==> src/rtl/spi_cmd_serializer_pkg.sv <==
// spi_cmd_serializer_pkg
// Shared definitions for the SPI command serializer:
//   OPCODEW_DEF / ADDRW_DEF : default field widths of the command word
//   W                       : default shift word width {opcode, addr}
//   state_t                 : transmit FSM state encoding (2 bits)
package spi_cmd_serializer_pkg;

    localparam int OPCODEW_DEF = 2;
    localparam int ADDRW_DEF   = 8;
    localparam int W           = OPCODEW_DEF + ADDRW_DEF;

    typedef enum logic [1:0] {
        IDLE   = 2'd0,
        LOADED = 2'd1,
        SHIFT  = 2'd2,
        DONE   = 2'd3
    } state_t;

endpackage

==> src/rtl/spi_cmd_serializer_if.sv <==
// spi_cmd_serializer_if
// Bundles the local-core load handshake and the SPI slave pins.
//   valid_in, opcode, addr, ready_out : command word handshake
//   n_cs, spi_clk, miso               : SPI bus (mode 0, slave side)
//   err                               : sticky protocol-error flag
// Modports: slave = serializer side, master = core/SPI-master side.
interface spi_cmd_serializer_if
    import spi_cmd_serializer_pkg::*;
#(
    parameter int OPCODEW = OPCODEW_DEF,
    parameter int ADDRW   = ADDRW_DEF
);
    logic               valid_in;
    logic [OPCODEW-1:0] opcode;
    logic [ADDRW-1:0]   addr;
    logic               ready_out;
    logic               n_cs;
    logic               spi_clk;
    logic               miso;
    logic               err;

    modport slave (
        input  valid_in, opcode, addr, n_cs, spi_clk,
        output ready_out, miso, err
    );

    modport master (
        output valid_in, opcode, addr, n_cs, spi_clk,
        input  ready_out, miso, err
    );
endinterface

==> src/rtl/spi_cmd_serializer_edge_sync.sv <==
// spi_edge_sync
// Brings an asynchronous pin into the clk domain through two synchroniser
// flops, then a third flop that holds the previous synced value so that
// single-cycle rise/fall pulses can be produced.
//   clk, rst_n : system clock, async active-low reset
//   async_in   : raw asynchronous input pin
//   rise, fall : one-cycle pulses on a synced 0->1 / 1->0 transition
// RESET_VAL is the pin's idle level, so releasing reset with the pin idle
// does not produce a spurious edge.
module spi_edge_sync #(
    parameter logic RESET_VAL = 1'b0
) (
    input  logic clk,
    input  logic rst_n,
    input  logic async_in,
    output logic rise,
    output logic fall
);

    logic [2:0] sync_q;
    logic [2:0] sync_d;

    always_comb begin
        sync_d = {sync_q[1:0], async_in};
    end

    always_ff @(posedge clk or negedge rst_n) begin
        if (!rst_n) begin
            sync_q <= {3{RESET_VAL}};
        end else begin
            sync_q <= sync_d;
        end
    end

    // sync_q[1] is the synchronised level, sync_q[2] its previous value.
    assign rise =  sync_q[1] & ~sync_q[2];
    assign fall = ~sync_q[1] &  sync_q[2];

endmodule

==> src/rtl/spi_cmd_serializer.sv <==
// spi_cmd_serializer
// SPI-slave transmit serializer. A {opcode, addr} word is accepted from the
// local core with valid/ready, then shifted MSB-first on miso while the
// external master holds n_cs low and toggles spi_clk (mode 0: master
// samples on rising edge, slave changes data on falling edge).
//   clk, rst_n : system clock, async active-low reset
//   bus.slave  : valid_in/opcode/addr/ready_out handshake,
//                n_cs/spi_clk in, miso out, sticky err out
// Underrun (selected with nothing loaded) and abort (deselected before the
// whole word was clocked out) set err; the next accepted load clears it.
module spi_cmd_serializer
    import spi_cmd_serializer_pkg::*;
#(
    parameter int OPCODEW = OPCODEW_DEF,
    parameter int ADDRW   = ADDRW_DEF
) (
    input  logic                   clk,
    input  logic                   rst_n,
    spi_cmd_serializer_if.slave    bus
);

    localparam int WORDW = OPCODEW + ADDRW;
    localparam int CNTW  = $clog2(WORDW + 1);

    logic cs_rise;
    logic cs_fall;
    logic sck_rise;
    logic sck_fall;

    // n_cs idles high, spi_clk idles low in mode 0.
    spi_edge_sync #(.RESET_VAL(1'b1)) u_cs_sync (
        .clk      (clk),
        .rst_n    (rst_n),
        .async_in (bus.n_cs),
        .rise     (cs_rise),
        .fall     (cs_fall)
    );

    spi_edge_sync #(.RESET_VAL(1'b0)) u_sck_sync (
        .clk      (clk),
        .rst_n    (rst_n),
        .async_in (bus.spi_clk),
        .rise     (sck_rise),
        .fall     (sck_fall)
    );

    state_t           state_q, state_d;
    logic [WORDW-1:0] shift_q, shift_d;
    logic [CNTW-1:0]  cnt_q, cnt_d;
    logic             miso_q, miso_d;
    logic             err_q, err_d;
    logic             err_set;
    logic             err_clr;
    logic             last_bit;

    always_ff @(posedge clk or negedge rst_n) begin
        if (!rst_n) begin
            state_q <= IDLE;
            shift_q <= '0;
            cnt_q   <= '0;
            miso_q  <= 1'b0;
            err_q   <= 1'b0;
        end else begin
            state_q <= state_d;
            shift_q <= shift_d;
            cnt_q   <= cnt_d;
            miso_q  <= miso_d;
            err_q   <= err_d;
        end
    end

    // The rising edge that lets the master sample the final bit.
    assign last_bit = sck_rise && (cnt_q == CNTW'(WORDW - 1));

    always_comb begin
        state_d = state_q;
        shift_d = shift_q;
        cnt_d   = cnt_q;
        miso_d  = 1'b0;
        err_set = 1'b0;
        err_clr = 1'b0;

        unique case (state_q)
            IDLE: begin
                if (cs_fall) begin
                    err_set = 1'b1;
                end
                if (bus.valid_in) begin
                    shift_d = {bus.opcode, bus.addr};
                    err_clr = 1'b1;
                    state_d = LOADED;
                end
            end

            LOADED: begin
                if (cs_fall) begin
                    miso_d  = shift_q[WORDW-1];
                    cnt_d   = '0;
                    state_d = SHIFT;
                end
            end

            SHIFT: begin
                miso_d = miso_q;
                // A deselect coinciding with the final sample edge still
                // counts as a complete transfer, so completion is tested first.
                if (last_bit) begin
                    cnt_d   = cnt_q + CNTW'(1);
                    miso_d  = 1'b0;
                    state_d = DONE;
                end else if (cs_rise) begin
                    err_set = 1'b1;
                    shift_d = '0;
                    miso_d  = 1'b0;
                    state_d = IDLE;
                end else if (sck_rise) begin
                    cnt_d = cnt_q + CNTW'(1);
                end else if (sck_fall) begin
                    shift_d = {shift_q[WORDW-2:0], 1'b0};
                    miso_d  = shift_q[WORDW-2];
                end
            end

            DONE: begin
                if (cs_rise) begin
                    state_d = IDLE;
                end
            end

            default: begin
                state_d = IDLE;
            end
        endcase

        // Setting wins over clearing when both happen in one cycle.
        if (err_set) begin
            err_d = 1'b1;
        end else if (err_clr) begin
            err_d = 1'b0;
        end else begin
            err_d = err_q;
        end
    end

    assign bus.miso      = miso_q;
    assign bus.err       = err_q;
    assign bus.ready_out = (state_q == IDLE);

endmodule

==> src/flat_wrapper.sv <==
// flat-port wrapper written by rule: the top's interface ports become plain ports
module spi_cmd_serializer_flat import spi_cmd_serializer_pkg::*;
#(
    parameter int OPCODEW = OPCODEW_DEF,
    parameter int ADDRW   = ADDRW_DEF
)
  (clk, rst_n, bus_valid_in, bus_opcode, bus_addr, bus_n_cs, bus_spi_clk, bus_ready_out, bus_miso, bus_err);
  spi_cmd_serializer_if #(.OPCODEW(OPCODEW), .ADDRW(ADDRW)) bus_i ();
  input  logic clk;
  input  logic rst_n;
  input wire logic [$bits(bus_i.valid_in)-1:0] bus_valid_in;
  input wire logic [$bits(bus_i.opcode)-1:0] bus_opcode;
  input wire logic [$bits(bus_i.addr)-1:0] bus_addr;
  input wire logic [$bits(bus_i.n_cs)-1:0] bus_n_cs;
  input wire logic [$bits(bus_i.spi_clk)-1:0] bus_spi_clk;
  output wire logic [$bits(bus_i.ready_out)-1:0] bus_ready_out;
  output wire logic [$bits(bus_i.miso)-1:0] bus_miso;
  output wire logic [$bits(bus_i.err)-1:0] bus_err;
  assign bus_i.valid_in = bus_valid_in;
  assign bus_i.opcode = bus_opcode;
  assign bus_i.addr = bus_addr;
  assign bus_i.n_cs = bus_n_cs;
  assign bus_i.spi_clk = bus_spi_clk;
  assign bus_ready_out = bus_i.ready_out;
  assign bus_miso = bus_i.miso;
  assign bus_err = bus_i.err;
  spi_cmd_serializer #(.OPCODEW(OPCODEW), .ADDRW(ADDRW)) u_core (.clk(clk), .rst_n(rst_n), .bus(bus_i));
endmodule
==> config.mk <==
export PLATFORM = sky130hd
export DESIGN_NAME = spi_cmd_serializer_flat
export DESIGN_NICKNAME = d
export VERILOG_FILES = /design/src/rtl/spi_cmd_serializer_pkg.sv /design/src/rtl/spi_cmd_serializer_if.sv /design/src/rtl/spi_cmd_serializer_edge_sync.sv /design/src/rtl/spi_cmd_serializer.sv /design/src/flat_wrapper.sv
export SDC_FILE = /design/constraint.sdc
export NUM_CORES = 1
export LEC_CHECK = 0
export CAP_MARGIN = 20
export CORE_MARGIN = 5
export CORE_UTILIZATION = 57
export CTS_CLUSTER_SIZE = 25
export DETAILED_ROUTE_END_ITERATION = 12
export GPL_TIMING_DRIVEN = 0
export PLACE_DENSITY = 0.82
export SYNTH_ARGS = -nofsm -noshare
export SYNTH_HDL_FRONTEND = slang
export SYNTH_SLANG_ARGS = --single-unit
==> constraint.sdc <==
create_clock -name clk -period 4.5 [get_ports clk]
set_input_delay 0.9 -clock clk [delete_from_list [all_inputs] [get_ports clk]]
set_output_delay 0.9 -clock clk [all_outputs]
set_load 0.01 [all_outputs]
== Word level (Yosys, flattened, before mapping) ==
Index checks and enable logic that the tools add are counted.

* Bits in registers: 24
* Input bits: 15
* Output and inout port bits: 3
* Word-level logic and storage cells: 68

* $add $sub $neg: 1
* Equal/unequal tests: 13
* Muxes and demuxes: 30
* Bitwise gates (word level): 8
* Reduce and logical (&&, ||, !) cells: 9

{| class="wikitable"
|+ Operators by type and width
! cell !! count
|-
| $mux 10 || 5
|-
| $pmux 10 s2 || 1
|-
| $mux 4 || 4
|-
| $mux 1 || 12
|-
| $mux 2 || 4
|-
| $pmux 2 s4 || 1
|-
| $pmux 4 s2 || 1
|-
| $ne 3x1->1 const B || 2
|-
| $reduce_bool 2->1 || 3
|-
| $reduce_and 5->1 || 1
|-
| $add 4x1->4 const B || 1
|-
| $and 1x1->1 || 4
|-
| $eq 2x2->1 const B || 2
|-
| $eq 4x4->1 const B || 1
|-
| $ne 2x2->1 const B || 2
|-
| $ne 4x1->1 const B || 1
|-
| $ne 4x3->1 const B || 1
|-
| $not 1->1 || 4
|-
| $pmux 1 s2 || 2
|-
| $reduce_and 2->1 || 2
|-
| $reduce_and 4->1 || 1
|-
| $ne 3x2->1 const B || 1
|-
| $ne 3x3->1 const B || 1
|-
| $eq 2x1->1 const B || 1
|-
| 3 further kinds || 3
|}

== Depth between registers and ports, before layout ==
Gate-level depths: netlist (run 1).

* Word-level depth: 7
* Depth in mapped cells: 7

== Hierarchy ==
Synthesis (run 1) repeated with hierarchy kept, for this count alone.

* Cells, all modules: 128
* Area total of the unflattened synthesis: 1348.8 µm²

{| class="wikitable"
|+ Modules (own cells, without submodules)
! module !! instances !! cells an instance !! area each (µm²) !! sequential area each (µm²)
|-
| spi_cmd_serializer || 1 || 118 || 1164.9 || 450.4
|-
| spi_edge_sync at u_core.u_cs_sync || 1 || 5 || 93.8 || 78.8
|-
| spi_edge_sync at u_core.u_sck_sync || 1 || 5 || 90.1 || 75.1
|}

== Worst setup path before layout (run 1) ==
OpenSTA, ideal clock, no wires.

* Kind: input-to-reg
* From: input port bus_valid_in
* To: register u_core.shift_q[4]
* Data arrival time: 1.575 ns
* Required time: 4.372 ns
* Path slack: 2.797 ns
* Cell stages on the path: 4
* Path buffers: 0
* Cells stage by stage: nand2_1 o21ai_1 nand3_4 mux2_1

* Longest elaborated chain between the ends: 2

{| class="wikitable"
|+ Ends and longest elaborated chain
! what !! line !! source
|-
| from (decl) || flat_wrapper.sv:11 || <nowiki>input wire logic [$bits(bus_i.valid_in)-1:0] bus_valid_in;</nowiki>
|-
| $ne 2x2->1 (no source line) || - ||
|-
| $reduce_and 5->1 (no source line) || - ||
|-
| to (signal assigned) || spi_cmd_serializer.sv:65 || <nowiki>shift_q <= shift_d;</nowiki>
|-
| to (decl) || spi_cmd_serializer.sv:48 || <nowiki>logic [WORDW-1:0] shift_q, shift_d;</nowiki>
|}

No other way between the ends.
A chain may end at the register's enable or synchronous reset.

== Worst setup path in the final report (run 1) ==
* From: register u_core.state_q[0]
* To: output port bus_ready_out

* Longest elaborated chain between the ends: 1

{| class="wikitable"
|+ Ends and longest elaborated chain
! what !! line !! source
|-
| from (decl) || spi_cmd_serializer.sv:47 || <nowiki>state_t state_q, state_d;</nowiki>
|-
| from (signal assigned) || spi_cmd_serializer.sv:64 || <nowiki>state_q <= state_d;</nowiki>
|-
| $logic_not 2->1 || spi_cmd_serializer.sv:147 || <nowiki>assign bus.ready_out = (state_q == IDLE);</nowiki>
|-
| to (decl) || flat_wrapper.sv:16 || <nowiki>output wire logic [$bits(bus_i.ready_out)-1:0] bus_ready_out;</nowiki>
|}

No other way between the ends.

==> results of run 1 <==
==> worst register-to-register path, delay by kind of cell (launching register included) <==
kind,cells,cell delay [ns]
adder cells (fa/ha/maj),1,0.25
flip-flops,1,0.43
AO/OA/AOI/OAI,1,0.22
multiplexers,1,0.36
AND/OR/NAND/NOR,1,0.19
buffers and inverters,2,0.25
==> registers in the layout, indices dropped and copies added (netlist names) <==
signal / count
u_core.bus.err: 1
u_core.bus.miso: 1
u_core.cnt_q: 4
u_core.shift_q: 10
u_core.state_q: 2
u_core.u_cs_sync.sync_q: 3
u_core.u_sck_sync.sync_q: 3
==> final cells by class <==
class,count,area share
Clock buffer,4,0.0232
Timing Repair Buffer,18,0.127
Buffer,4,0.0200
Tap cell,28,0.0224
Inverter,8,0.0192
Multi-Input combinational cell,83,0.402
Sequential cell,24,0.387
==> report_power, final <==
group          internal (W)  switching, W
clock network     0.0000495     0.0000612
logic              0.000218      0.000230
registers          0.000286     0.0000453
==> per-stage QoR <==
stage / worst slack, ns / power, W
2_1_floorplan: 2.80 / 0.000654
4_1_cts: 1.86 / 0.000895
3_3_place_gp: 2.21 / 0.000757
3_5_place_dp: 2.17 / 0.000782
5_1_grt: 1.78 / 0.000958
6_report: 1.87 / 0.000889
==> logic make-up (layout without fill, tap and decap cells) <==
family,Yosys count,count (layout),synth area share
buffers and inverters,12,34,0.0474
flip-flops,24,24,0.467
AND/OR/NAND/NOR,36,36,0.165
adder cells (fa/ha/maj),7,7,0.0677
AO/OA/AOI/OAI,31,31,0.174
multiplexers,9,9,0.0783
==> metal layers <==
| layer | vias up | global-route usage |
|---|---|---|
| li1 | 479 | - |
| met1 | 471 | 0.213 |
| met2 | 29 | 0.268 |
| met3 | 4 | 0.0290 |
| met4 | 0 | 0.0795 |
| met5 | - | 0 |
==> final timing paths <==
kind | startpoint | to | slack, ns
setup / recovery | u_core.state_q[0] | bus_ready_out | 1.87
hold / removal | u_core.u_sck_sync.sync_q[0] | u_core.u_sck_sync.sync_q[1] | 0.36
setup reg to reg | u_core.state_q[0] | u_core.shift_q[4] | 2.70
hold reg to reg | u_core.u_sck_sync.sync_q[0] | u_core.u_sck_sync.sync_q[1] | 0.36
max in group asynchronous | rst_n | u_core.u_cs_sync.sync_q[0] | 3.12
min in group asynchronous | rst_n | u_core.cnt_q[0] | 0.87
==> cells in the mapped netlist, types with 3 or more instances <==
library cell | number | area, µm²
sky130_fd_sc_hd__dfstp_2 | 3 | 78.8
sky130_fd_sc_hd__nand2_1 | 12 | 45.0
sky130_fd_sc_hd__inv_1 | 8 | 30.0
sky130_fd_sc_hd__dfrtp_1 | 21 | 526
sky130_fd_sc_hd__o21ai_0 | 4 | 20.0
sky130_fd_sc_hd__mux2_2 | 7 | 78.8
sky130_fd_sc_hd__nand3_1 | 7 | 35.0
sky130_fd_sc_hd__or4_1 | 3 | 22.5
sky130_fd_sc_hd__a21oi_1 | 5 | 25.0
sky130_fd_sc_hd__nand2b_1 | 3 | 18.8
sky130_fd_sc_hd__o2bb2ai_1 | 9 | 78.8
sky130_fd_sc_hd__ha_1 | 7 | 87.6
==> results.json, run 1 <==
{
  "place_congestion": 0.812,
  "initial_core_util": 0.591,
  "synthesized_area_um2": 1290,
  "fillCellCount": 163,
  "crit_family": "buffers and inverters",
  "met2RoutedLength_mm": 1.30,
  "tritoncts_clock_tree": "built",
  "detailed_place_hpwl_mm": 1.95,
  "clock-root-buffer": "sky130_fd_sc_hd__clkbuf_4",
  "clk_transition_reported_paths_ns": 0.12,
  "post_cts.repair.setup_buffers": 0,
  "final-seq-area_um2": 604,
  "grt_pass1_wl_mm": 4.31,
  "wire_per_inst_um": 14.9,
  "ctsHoldBuffers": 0,
  "syn2layout_area_growth_pct": 20.8,
  "chipHeight_um": 57.6,
  "end_kind": "output pin",
  "highest_clock_rate_ghz": 0.381,
  "die_area_um2": 3320,
  "slowest_stage": "sky130_fd_sc_hd__clkdlybuf4s50_1",
  "critical_path_peak_fanout": 5,
  "synth_enable_flop_cells": 0,
  "nNetsFinal": 164,
  "worst-path-buf-inv": 2,
  "drive_gt1_frac": 0.184,
  "core_area_um2": 2190,
  "worst_ir_drop_vdd_v": 0.000440,
  "antenna_found_initial": 0,
  "critical_path.max_stage_delay_ns": 0.57,
  "finish.cell_count_without_fillers": 169,
  "drtIter0Drc": 31,
  "fin_hold_ws_ns": 0.362,
  "ios": 18,
  "multi_input_area_um2": 628,
  "synth_cells": 119,
  "timing.final.crit_share": 0.584,
  "cap_violations": 0,
  "tns_ns": 0,
  "worstPathRequired_ns": 3.60,
  "worst_slew_margin_rel": 0.714,
  "worst_r2r_path_depth": 6,
  "outcome": "finished clean",
  "layout_common_cells": "21 x sky130_fd_sc_hd__dfrtp_1, 17 x sky130_fd_sc_hd__clkdlybuf4s50_1, 12 x sky130_fd_sc_hd__nand2_1",
  "worst_pin_slew_ns": 0.427,
  "postRouteWirelength_mm": 2.51,
  "routed-via-count": 983,
  "number_of_global_route_vias_before_repair": 1017,
  "h-tree-depth": 1,
  "m1WireLength_mm": 1.06,
  "hold_path_class": "register to register",
  "floorplan.rows": 17,
  "finish_stage_setup_viols": 0,
  "stdcell_area_um2": 1560,
  "powerDensity_nw_per_um2": 569,
  "synth_seq_area_share": 0.467,
  "total_leakage_power_nw": 0.661,
  "place_inst": 164,
  "buffer_depth_of_the_longest_clock_path": 2,
  "met3_wirelength_um": 116,
  "ys_async_sr_fraction": 1.00,
  "worstSetupPathDepth": 3,
  "overflow": 0,
  "number_of_pins_exceeding_their_max_slew_limit_in_the_final_report": 0,
  "vias_per_cell": 5.82,
  "postPlaceCellArea_um2": 1500,
  "antenna_cells_inserted": 0,
  "rsz0062_at_grt": "no",
  "clock_insertion_delay_worst_skew_ns": 0.31,
  "drtAntennaViolNets": 0,
  "report.final.hold_viol_count": 0,
  "post_layout_min_period_ns": 2.63,
  "setup.worst_path.start_class": "register",
  "ys_dominant_reg_cell": "sky130_fd_sc_hd__dfrtp_1",
  "synth_seq_cells": 24,
  "synth.lib_cells_used.distinct": 36,
  "clkSinkCount": 24,
  "syn-num-nets": 141,
  "finish.utilization": 0.713,
  "routed.top_layer": "met4",
  "critical_path.cell_chain": "inv_1 > ha_1 > clkdlybuf4s50_1",
  "yosys_warnings": 0,
  "critPathArrivalTime_ns": 1.73,
  "worst_clock_skew_ns": 0.00382,
  "globalRouteTotalUtil": 0.165,
  "io_buffers": 17,
  "drc_errors": 0,
  "number_of_gates_resized_after_cts": 0,
  "firstDrtPassIters": 5,
  "cts_made_buffers": 3,
  "synth.avg_cell_area_um2": 10.9,
  "final_common_cell": "sky130_fd_sc_hd__dfrtp_1",
  "whs_path_depth": 0,
  "die_w_um": 57.6,
  "worstSetupPathType": "register to output pin",
  "grt_max_degree": 25
}
No activity file was read; power rests on OpenSTA's default activity.
==> run 2, diff against run 1 <==
--- a/config.mk
+++ b/config.mk
@@ -7,11 +7,11 @@
 export LEC_CHECK = 0
 export CAP_MARGIN = 20
 export CORE_MARGIN = 5
-export CORE_UTILIZATION = 57
+export CORE_UTILIZATION = 53
 export CTS_CLUSTER_SIZE = 25
 export DETAILED_ROUTE_END_ITERATION = 12
 export GPL_TIMING_DRIVEN = 0
-export PLACE_DENSITY = 0.82
+export PLACE_DENSITY = 0.77
 export SYNTH_ARGS = -nofsm -noshare
 export SYNTH_HDL_FRONTEND = slang
 export SYNTH_SLANG_ARGS = --single-unit
==> constraint.sdc (replaced) <==
create_clock -name clk -period 2.6 [get_ports clk]
set_input_delay 0.52 -clock clk [delete_from_list [all_inputs] [get_ports clk]]
set_output_delay 0.52 -clock clk [all_outputs]
set_load 0.01 [all_outputs]
==> results.json, run 2 (synthesized netlist as in run 1, its figures left out) <==
{
  "outcome": "finished clean",
  "syn2layout_area_growth_pct": 20.2,
  "drive_gt1_frac": 0.177,
  "slowest_stage": "sky130_fd_sc_hd__clkdlybuf4s50_1",
  "clock-root-buffer": "sky130_fd_sc_hd__clkbuf_4",
  "globalRouteTotalUtil": 0.171,
  "worst_slew_margin_rel": 0.705,
  "ctsHoldBuffers": 0,
  "total_leakage_power_nw": 0.655,
  "stdcell_area_um2": 1560,
  "post_layout_min_period_ns": 2.27,
  "timing.reg2reg.setup_slack_ns": 0.78,
  "postPlaceCellArea_um2": 1500,
  "worst_pin_slew_ns": 0.442,
  "place_inst": 166,
  "timing.final.crit_share": 0.872,
  "antenna_cells_inserted": 0,
  "post_cts.repair.setup_buffers": 0,
  "worstSetupPathType": "register to output pin",
  "final_common_cell": "sky130_fd_sc_hd__dfrtp_1",
  "multi_input_area_um2": 628,
  "tns_ns": 0,
  "critical_path.max_stage_delay_ns": 0.58,
  "routed-via-count": 1005,
  "largest_register_ffs": 10,
  "nNetsFinal": 164,
  "floorplan.rows": 18,
  "antenna_found_initial": 0,
  "clock_insertion_delay_worst_skew_ns": 0.32,
  "highest_clock_rate_ghz": 0.441,
  "critPathArrivalTime_ns": 1.75,
  "final-seq-area_um2": 604,
  "die_area_um2": 3530,
  "critical_path_peak_fanout": 5,
  "tritoncts_clock_tree": "built",
  "drtAntennaViolNets": 0,
  "detailed_place_hpwl_mm": 2.01,
  "overflow": 0,
  "clkSinkCount": 24,
  "finish.cell_count_without_fillers": 171,
  "setup.worst_path.start_class": "register",
  "worst_clock_skew_ns": 0.00848,
  "fillCellCount": 193,
  "worst_ir_drop_vdd_v": 0.000574,
  "die_w_um": 59.4,
  "ios": 18,
  "drtIter0Drc": 37,
  "number_of_gates_resized_after_cts": 0,
  "max_flop_register": "u_core.shift_q",
  "report.final.hold_viol_count": 0,
  "chipHeight_um": 59.4,
  "wire_per_inst_um": 15.7,
  "postRouteWirelength_mm": 2.69,
  "rsz0062_at_grt": "no",
  "end_kind": "output pin",
  "post-place-ws_ns": 0.662,
  "critical_path.cell_chain": "inv_1 > ha_1 > clkdlybuf4s50_1",
  "vias_per_cell": 5.88,
  "number_of_pins_exceeding_their_max_slew_limit_in_the_final_report": 0,
  "place_congestion": 0.870,
  "core_area_um2": 2410,
  "powerDensity_nw_per_um2": 975,
  "h-tree-depth": 1,
  "worstPathRequired_ns": 2.08,
  "initial_core_util": 0.537,
  "io_buffers": 17,
  "hold_path_class": "register to register",
  "firstDrtPassIters": 4,
  "drc_errors": 0,
  "largest_registers_in_the_final_layout": "u_core.shift_q: 10 flops, u_core.cnt_q: 4 flops",
  "layout_common_cells": "21 x sky130_fd_sc_hd__dfrtp_1, 17 x sky130_fd_sc_hd__clkdlybuf4s50_1, 12 x sky130_fd_sc_hd__nand2_1",
  "clk_transition_reported_paths_ns": 0.12,
  "grt_max_degree": 25,
  "number_of_global_route_vias_before_repair": 1039,
  "grt_pass1_wl_mm": 4.52,
  "cts_made_buffers": 3,
  "cap_violations": 0,
  "final_critical_path_setup_slack_ns": 0.333,
  "buffer_depth_of_the_longest_clock_path": 2,
  "finish_stage_setup_viols": 0
}
[run 2: changes by cell type in the layout (fill, tap and decap cells not counted)]
cell                       change
sky130_fd_sc_hd__clkbuf_8      -1
sky130_fd_sc_hd__clkbuf_1      +1
[run 2: critical path: cells and delay by family (launching register included)]
kind / cells / cell delay [ns]
buf+inv: 2 / 0.72
fa+ha+maj: 1 / 0.28
flops: 1 / 0.44
[run 2: cell type report]
cell class                 count  share of cell area
sequential                    24               0.389
timing repair buffer          18               0.127
tap                           30              0.0241
multi-input combinational     83               0.404
clock buffer                   4              0.0169
buffer                         4              0.0201
inverter                       8              0.0193
[run 2: metal layers]
metal	up-vias	track usage	wire length [µm]	share of wire
li1	475	-	-	-
met1	504	0.202	1120	0.41
met2	19	0.301	1420	0.53
met3	7	0.0283	103	0.038
met4	0	0.0777	56	0.021
met5	-	0	0	0
[run 2: final timing paths]
kind | start | endpoint | cells after the start
min in group asynchronous | rst_n | u_core.cnt_q[2] | 1
setup reg to reg | u_core.state_q[0] | u_core.shift_q[4] | 6
hold / removal | u_core.u_cs_sync.sync_q[0] | u_core.u_cs_sync.sync_q[1] | 0
max in group asynchronous | rst_n | u_core.u_cs_sync.sync_q[2] | 2
hold reg to reg | u_core.u_cs_sync.sync_q[0] | u_core.u_cs_sync.sync_q[1] | 0
setup / recovery | u_core.state_q[0] | bus_ready_out | 3
[run 2: where the power goes]
group	switching [W]	total, W	internal [W]
combinational	0.000397	0.000772	0.000376
clock	0.000109	0.000170	0.0000600
sequential	0.0000806	0.000575	0.000495
total	0.000587	0.00152	0.000930
[run 2: through the flow]
step | total power (W) | util | hold WS [ns]
6_report | 0.00152 | 0.645 | 0.366
5_1_grt | 0.00163 | 0.645 | 0.374
4_1_cts | 0.00152 | 0.634 | 0.366
3_5_place_dp | 0.00135 | 0.623 | 0.346
3_3_place_gp | 0.00131 | 0.623 | 0.335
2_1_floorplan | 0.00113 | - | 0.224
==> run 3, diff against run 2 <==
--- a/config.mk
+++ b/config.mk
@@ -5,7 +5,6 @@
 export SDC_FILE = /design/constraint.sdc
 export NUM_CORES = 1
 export LEC_CHECK = 0
-export CAP_MARGIN = 20
 export CORE_MARGIN = 5
 export CORE_UTILIZATION = 53
 export CTS_CLUSTER_SIZE = 25
==> results.json, run 3 (synthesized netlist as in run 1, its figures left out) <==
{
  "tns_ns": 0,
  "layout_common_cells": "21 x sky130_fd_sc_hd__dfrtp_1, 17 x sky130_fd_sc_hd__clkdlybuf4s50_1, 12 x sky130_fd_sc_hd__nand2_1",
  "worst_pin_slew_ns": 1.05,
  "ctsHoldBuffers": 0,
  "fin_hold_ws_ns": 0.366,
  "highest_clock_rate_ghz": 0.441,
  "worst_slew_margin_rel": 0.296,
  "cap_violations": 0,
  "detailed_place_hpwl_mm": 2.01,
  "setup.worst_path.start_class": "register",
  "finish_stage_setup_viols": 0,
  "end_kind": "output pin",
  "max_flop_register": "u_core.shift_q",
  "critical_path_peak_fanout": 5,
  "grt_pass1_wl_mm": 4.52,
  "critPathArrivalTime_ns": 1.75,
  "worstSetupPathType": "register to output pin",
  "post_cts.repair.setup_buffers": 0,
  "final_common_cell": "sky130_fd_sc_hd__dfrtp_1",
  "ios": 18,
  "io_buffers": 17,
  "routed-via-count": 985,
  "rsz0062_at_grt": "no",
  "tritoncts_clock_tree": "built",
  "place_congestion": 0.870,
  "drive_gt1_frac": 0.171,
  "clk_transition_reported_paths_ns": 0.12,
  "drc_errors": 0,
  "vias_per_cell": 5.79,
  "buffer_depth_of_the_longest_clock_path": 2,
  "clkSinkCount": 24,
  "worstPathRequired_ns": 2.08,
  "report.final.hold_viol_count": 0,
  "worst_ir_drop_vdd_v": 0.000572,
  "cts_made_buffers": 3,
  "timing.final.crit_share": 0.872,
  "grt_max_degree": 25,
  "syn2layout_area_growth_pct": 18.1,
  "die_area_um2": 3530,
  "wire_per_inst_um": 15.8,
  "drtAntennaViolNets": 0,
  "number_of_pins_exceeding_their_max_slew_limit_in_the_final_report": 0,
  "number_of_gates_resized_after_cts": 0,
  "firstDrtPassIters": 4,
  "globalRouteTotalUtil": 0.171,
  "antenna_cells_inserted": 0,
  "postRouteWirelength_mm": 2.68,
  "largest_register_ffs": 10,
  "powerDensity_nw_per_um2": 988,
  "nNetsFinal": 163,
  "outcome": "finished clean",
  "clock_insertion_delay_worst_skew_ns": 0.32,
  "largest_registers_in_the_final_layout": "u_core.shift_q: 10 flops, u_core.cnt_q: 4 flops",
  "total_leakage_power_nw": 0.643,
  "chipHeight_um": 59.4,
  "number_of_global_route_vias_before_repair": 1039,
  "floorplan.rows": 18,
  "post_layout_min_period_ns": 2.27,
  "initial_core_util": 0.537,
  "h-tree-depth": 1,
  "hold_path_class": "register to register",
  "overflow": 0,
  "core_area_um2": 2410,
  "antenna_found_initial": 0,
  "clock-root-buffer": "sky130_fd_sc_hd__clkbuf_4",
  "die_w_um": 59.4,
  "fillCellCount": 193,
  "worst_clock_skew_ns": 0.00701,
  "drtIter0Drc": 27
}
-- run 3: cell types whose count changed in the layout (fill, tap and decap cells not counted) --
cell,before,now
sky130_fd_sc_hd__buf_16,1,0
-- run 3: per-layer routing --
layer | up-vias | GRT usage | wire length (µm)
met2 | 19 | 0.301 | 1440
met4 | 0 | 0.0777 | 57
met3 | 7 | 0.0283 | 99
met5 | - | 0 | 0
met1 | 487 | 0.202 | 1090
li1 | 472 | - | -
-- run 3: critical path, stage by stage (launching register included) --
cell and delay (ns):
sky130_fd_sc_hd__dfrtp_1 0.44, sky130_fd_sc_hd__inv_1 0.14, sky130_fd_sc_hd__ha_1 0.28, sky130_fd_sc_hd__clkdlybuf4s50_1 0.57
-- run 3: path summary, 6_finish.rpt --
| path | to | slack (ns) | startpoint | cells past startpoint |
|---|---|---|---|---|
| max | bus_ready_out | 0.33 | u_core.state_q[0] | 3 |
| min | u_core.u_cs_sync.sync_q[1] | 0.37 | u_core.u_cs_sync.sync_q[0] | 0 |
| max reg2reg | u_core.shift_q[4] | 0.79 | u_core.state_q[0] | 6 |
| min reg2reg | u_core.u_cs_sync.sync_q[1] | 0.37 | u_core.u_cs_sync.sync_q[0] | 0 |
| max in group asynchronous | u_core.shift_q[0] | 1.21 | rst_n | 1 |
| min in group asynchronous | u_core.cnt_q[2] | 0.76 | rst_n | 1 |
-- run 3: report_power, final --
group	internal [W]	switching (W)
sequential	0.000494	0.0000803
clock	0.0000600	0.000109
combinational	0.000371	0.000394
total	0.000926	0.000583
-- run 3: cell type report --
cell class | instances | area [µm²] | area share
plain buffers | 4 | 31.3 | 0.0205
clock buffers | 4 | 26.3 | 0.0172
inverters | 8 | 30.0 | 0.0197
multi-input cells | 83 | 628 | 0.411
flip-flops and latches | 24 | 604 | 0.396
well taps | 30 | 37.5 | 0.0246
repair buffers | 17 | 170 | 0.111
-- run 3: metrics by stage --
step	worst slack (ns)	std cells	util	power, W	area [µm²]
floorplan	0.991	119	-	0.00113	1290
global placement	0.678	166	0.623	0.00131	1500
detailed placement	0.662	166	0.623	0.00135	1500
CTS	0.333	170	0.634	0.00152	1530
global route	0.256	170	0.634	0.00162	1530
finish	0.334	170	0.634	0.00151	1530
